<file path="config.mk">
export PLATFORM = sky130hd
export DESIGN_NAME = fetch_stage
export DESIGN_NICKNAME = d
export VERILOG_FILES = /design/src/rtl/fetch_stage.sv
export SDC_FILE = /design/constraint.sdc
export NUM_CORES = 1
export LEC_CHECK = 0
export ABC_AREA = 1
export CAP_MARGIN = 20
export CORE_AREA = 2 2 103 105
export DETAILED_ROUTE_END_ITERATION = 8
export DIE_AREA = 0 0 105 107
export PLACE_DENSITY = 0.9
export SETUP_SLACK_MARGIN = 0.5
export SLEW_MARGIN = 20
export SYNTH_ARGS = -nofsm -noshare
export SYNTH_HDL_FRONTEND = slang
export SYNTH_SLANG_ARGS = --single-unit
</file>
<file path="constraint.sdc">
create_clock -name clk -period 3.4 [get_ports clk]
set_clock_uncertainty 0.15 [all_clocks]
set_input_delay 0.68 -clock clk [delete_from_list [all_inputs] [get_ports clk]]
set_output_delay 0.68 -clock clk [all_outputs]
set_load 0.01 [all_outputs]
</file>
<file path="src/rtl/fetch_stage.sv">
// Instruction-fetch stage: owns the fetch PC, issues instruction-SRAM reads
// and offers {pc, pc_en, ex, ecode, esubcode} to pre-decode.
//
// state   | meaning
// --------+-----------------------------------------------------------
// IDLE    | one dead cycle after reset, no offer; redirects still load pc
// RUN     | normal fetch, one offer per cycle when not redirected/stalled
// HALT    | an ADEF offer was handed over; wait for ex_en or ertn_flush
module fetch_stage #(
    parameter logic [31:0] RESET_PC   = 32'h1c000000,
    parameter logic [7:0]  ADEF_ECODE = 8'h08
) (
    input  logic        clk,
    input  logic        rstn,
    input  logic        pD_allowin,
    output logic        FpD_valid,
    output logic [42:0] FpD_BUS,
    input  logic        predict_taken,
    input  logic [31:0] predict_target,
    input  logic        BTB_stall,
    input  logic        predict_error,
    input  logic [31:0] correct_target,
    input  logic        ex_en,
    input  logic [31:0] ex_entry,
    input  logic        ertn_flush,
    input  logic [31:0] era,
    output logic        inst_sram_en,
    output logic [3:0]  inst_sram_we,
    output logic [31:0] inst_sram_addr,
    output logic [31:0] inst_sram_wdata
);

    localparam logic [1:0] ST_IDLE = 2'd0;
    localparam logic [1:0] ST_RUN  = 2'd1;
    localparam logic [1:0] ST_HALT = 2'd2;

    logic [31:0] pc_f_q, pc_f_d;
    logic [1:0]  state_q, state_d;
    logic        pred_done_q, pred_done_d;

    logic        pred_redirect;
    logic        redirect;
    logic        transfer;
    logic        adef;
    logic [7:0]  ecode;

    // Offer, SRAM strobe and bus fields; a redirect cycle never issues a read
    // so the wrong-path instruction is never fetched.
    always_comb begin
        pred_redirect   = predict_taken & ~pred_done_q;
        redirect        = ex_en | ertn_flush | predict_error | pred_redirect;
        FpD_valid       = rstn & (state_q == ST_RUN) & ~redirect & ~BTB_stall;
        inst_sram_en    = FpD_valid & pD_allowin;
        transfer        = inst_sram_en;
        adef            = (pc_f_q[1:0] != 2'b00);
        ecode           = adef ? ADEF_ECODE : 8'h00;
        FpD_BUS         = {pc_f_q, 1'b1, adef, ecode, 1'b0};
        inst_sram_addr  = pc_f_q;
        inst_sram_we    = 4'b0000;
        inst_sram_wdata = 32'h0000_0000;
    end

    // Next PC by redirect priority; HALT only reacts to ex_en / ertn_flush.
    always_comb begin
        pc_f_d = pc_f_q;
        if (state_q == ST_HALT) begin
            if (ex_en)
                pc_f_d = ex_entry;
            else if (ertn_flush)
                pc_f_d = era;
        end else if (ex_en) begin
            pc_f_d = ex_entry;
        end else if (ertn_flush) begin
            pc_f_d = era;
        end else if (predict_error) begin
            pc_f_d = correct_target;
        end else if (pred_redirect) begin
            pc_f_d = predict_target;
        end else if (transfer) begin
            pc_f_d = pc_f_q + 32'd4;
        end
    end

    // A held predict_taken redirects only once per pre-decode instruction;
    // the flag drops when pre-decode moves on or a stronger redirect lands.
    always_comb begin
        pred_done_d = pred_done_q;
        if (ex_en | ertn_flush | predict_error | pD_allowin)
            pred_done_d = 1'b0;
        else if (pred_redirect)
            pred_done_d = 1'b1;
    end

    // Fetch control state transitions.
    always_comb begin
        state_d = state_q;
        case (state_q)
            ST_IDLE: state_d = ST_RUN;
            ST_RUN:  if (transfer && adef) state_d = ST_HALT;
            ST_HALT: if (ex_en || ertn_flush) state_d = ST_RUN;
            default: state_d = ST_IDLE;
        endcase
    end

    // Register update with synchronous active-low reset.
    always_ff @(posedge clk) begin
        if (!rstn) begin
            pc_f_q      <= RESET_PC;
            state_q     <= ST_IDLE;
            pred_done_q <= 1'b0;
        end else begin
            pc_f_q      <= pc_f_d;
            state_q     <= state_d;
            pred_done_q <= pred_done_d;
        end
    end

endmodule

</file>
After elaboration in Yosys (flattened, before gate mapping)
Index checks and enable logic that the tools add are counted.
Storage, ports and cells
  bits of input ports: 136
  output and inout bits: 113
  logic and storage cells: 42
  bits in registers: 35
Operators by class
  bitwise logic cells: 13
  add/subtract/negate cells: 1
  multiplexer cells: 12
  reduce and logical (&&, ||, !) cells: 8
  equal/unequal tests: 5
Operators with widths (number)
  $mux W32: 8
  $add A32 B3 Y32 const B: 1
  $pmux W2 S3: 1
  $and A1 B1 Y1: 5
  $reduce_bool A5 Y1: 1
  $mux W2: 2
  $mux W4: 1
  $ne A2 B1 Y1 const B: 2
  $not A1 Y1: 4
  $or A1 B1 Y1: 4
  $reduce_and A2 Y1: 2
  $ne A3 B3 Y1 const B: 1
  $eq A2 B1 Y1 const B: 1
  $eq A2 B2 Y1 const B: 1
  $logic_not A2 Y1: 1
  $reduce_bool A2 Y1: 1
  $reduce_or A2 Y1: 1
  $logic_and A1 B1 Y1: 1
  $logic_or A1 B1 Y1: 1

Depth between registers and ports, before layout
  word-level depth: 13
  depth in mapped cells: 13
  depth with buffers taken out: 13

Worst setup path after synthesis
Ideal clock, no wire load.
  path kind: input port to output port
  start: input predict_error
  end: output FpD_valid
  cell stages on the path: 6
  required time: 2.570 ns
  arrival: 1.528 ns
  slack: 1.042 ns
  buffers on the path: 1
  cells stage by stage: buf_2 > inv_4 > nand2_4 > nor2_2 > inv_2 > nor4_1
Between the ends
  cells in the longest elaborated chain, start to end: 5
RTL lines
  start, declared: line 21  | input logic predict_error,
  $or A1 B1 Y1 (2 in series): line 51  | redirect = ex_en | ertn_flush | predict_error | pred_redirect;
  $not A1 Y1: line 52  | FpD_valid = rstn & (state_q == ST_RUN) & ~redirect & ~BTB_stall;
  $and A1 B1 Y1 (2 in series): line 52
  end, declared: line 16  | output logic FpD_valid,
Every way passes these cells.

Final worst setup path
  start: input ertn_flush
  end: output FpD_valid
Between the ends
  cells in the longest elaborated chain, start to end: 6
RTL lines
  start, declared: line 25  | input logic ertn_flush,
  $or A1 B1 Y1 (3 in series): line 51
  $not A1 Y1: line 52
  $and A1 B1 Y1 (2 in series): line 52
Every way passes these cells.

==> metrics.yaml <==
status: "finished, final reports clean"
crit_type: "input port to primary output"
synthTopCellsByCount: "nand2_1 (170), buf_4 (81), a21oi_1 (73)"
fin_crit_sh: 0.831
yosys.area.top_type: "dfxtp_1"
initial_utilization: 0.413
ys_types: 41
grt_pass1_vias: 4773
syn_inst: 705
clk_latency_ps: 300
rows: 37
yosysWarningCount: 0
area_growth_pct: 44.3
grt.total_usage: 0.279
multiInputGateArea_sq_um: 2700
crit_fanout: 3
worstMarginPinSlew_ps: 564
totalWireLength_um: 16700
cts.sinks: 35
power.density_nw_per_um2: 258
ys_top_cells_by_area: "dfxtp_1 (17%), nand2_1 (15%), buf_4 (15%)"
synth_top_area_frac: 0.168
p_clk_frac: 0.269
maxSlewHeadroom: 0.623
die_h_um: 107
place_area_sq_um: 5890
switching_share: 0.345
min_path_type: "register to register"
syn_area_sq_um: 4170
fin_crit_ps: 2820
routabilityCongestion: 0.978
avgSynthCellArea_sq_um: 5.92
fin_hold_ws_ps: 350
vias_per_cell: 5.32
drive_above_1_share: 0.0824
endpoint_kind: "primary output"
dp_hpwl_um: 12500
cts_buffers: 5
drtIter0Drc: 567
stdcell_area_sq_um: 6020
hold_viol: 0
r2r_cells: 8
finalMaxSlewViolations: 0
seq_area_sq_um: 701
cp.required_ps: 2570
synth_seq_cells: 35
maxCapViolCount: 0
internal_power_mw: 1.02
vias: 5312
die-area_sq_um: 11200
worstSetupStartpointType: "input port"
power.switching_mw: 0.536
yosysMostFrequentCell: "nand2_1"
ant_nets: 0
cts_root_buf: "clkbuf_8"
setup_viol: 0
grt_pass1_wl_um: 24900
seq_area_frac_synth: 0.168
cts_tree: "yes"
synthFlopType: "dfxtp_1"
grt_max_degree: 44
fillers: 987
async_flop_share: 0
htree_num_levels: 2
cts_buffer_depth: 2
path_clk_slew_ps: 80
coreArea_sq_um: 10100
vdd_drop_max_mv: 0.179
wl_per_cell_um: 16.8
hold_depth: 2
total_power_mw: 1.55
postCtsHoldBufs: 0
p_leak_nw: 2.39
fin_nets: 998
worstPathArrival_ps: 1990
drcViolationCount: 0
comb_power_share: 0.400
fmax_ghz: 0.354
p_seq_frac: 0.331
die_w_um: 105
antenna_found_initial: 1
dr.pass1.iters: 6
pin_count: 249
io_buffers: 203
synth_edf_count: 0
grt_overflow_total: 0
setup_tns_ps: 0
rsz0062_at_grt: "false"
[worst max-delay path: stages]
cell and delay, ps:
clkdlybuf4s50_1 450, inv_2 90, nand2_2 80, nor2_4 140, inv_2 50, nor4_1 200, clkdlybuf4s15_1 290
[metrics by stage]
step,instances,worst slack [ps],util
floorplan,748,1040,-
global placement,990,282,0.583
detailed placement,990,239,0.583
CTS,998,571,0.596
global route,999,506,0.596
finish,999,576,0.596
[area by class of cell]
class                   count  area share
diodes                      1    0.000416
multi-input cells         550       0.448
flip-flops and latches     35       0.116
well taps                 136      0.0283
repair buffers            216       0.353
clock buffers               6      0.0137
inverters                  53      0.0339
clock inverters             2     0.00582
[path summary, 6_finish.rpt]
path                     startpoint                 end  slack, ps
hold reg to reg   inst_sram_addr[1]   inst_sram_addr[1]        350
setup reg to reg         state_q[0]  inst_sram_addr[21]       1000
setup / recovery         ertn_flush           FpD_valid        580
hold / removal    inst_sram_addr[1]   inst_sram_addr[1]        350
[logic make-up after synthesis]
group	after synthesis	share of synthesized area
XOR/XNOR	6	0.0126
other	2	0.00180
buffers and inverters	163	0.226
flip-flops	35	0.168
adder cells (fa/ha/maj)	1	0.00300
AO/OA/AOI/OAI	194	0.269
AND/OR/NAND/NOR	304	0.320
[repair_timing]
item,CTS,global route
endpoints found under the setup margin,2,1
resized for setup,4,1
endpoints found under the hold margin,0,0
pin swaps,1,0
setup buffers,0,0
[sequential cells by signal, indices dropped and copies added, names as in the netlist]
| signal | cells |
|---|---|
| pred_done_q | 1 |
| state_q | 2 |
| inst_sram_addr | 32 |
[power groups by stage]
stage / sequential, mW / clock (mW) / combinational, mW
final: 0.514 / 0.418 / 0.622
after global routing: 0.520 / 0.433 / 0.669
after CTS: 0.512 / 0.417 / 0.617
after detailed placement: 0.522 / 0 / 0.613
after global placement: 0.521 / 0 / 0.607
after floorplan: 0.510 / 0 / 0.338
[metal layers]
metal	vias to the layer above	track usage	share of wire
li1	2543	-	-
met1	2376	0.354	0.40
met2	340	0.491	0.48
met3	53	0.0304	0.091
met4	0	0.0952	0.028
met5	-	0	0
[placed cells by master (no fill, tap or decap), types with 2 or more instances in the layout]
master,count
clkdlybuf4s50_1,200
nand2_1,170
a21oi_1,73
o21ai_0,63
nor2_1,56
conb_1,45
inv_1,40
dfxtp_1,35
nand3_1,22
o21ai_1,16
buf_4,13
nor3_1,12
nor2_2,11
a211oi_1,11
o211ai_1,11
inv_2,8
a211oi_2,7
nand2_2,6
a221oi_1,6
clkbuf_8,6
nand4_1,5
nor2_4,4
nand3b_1,4
xor2_1,4
or2_2,3
clkinv_1,3
nor3_2,2
inv_4,2
nand2_4,2
nand3_2,2
nor4_1,2
or2_0,2
xnor2_1,2
a22oi_1,2
a31o_2,2
Power figures use the tool's default switching activity.
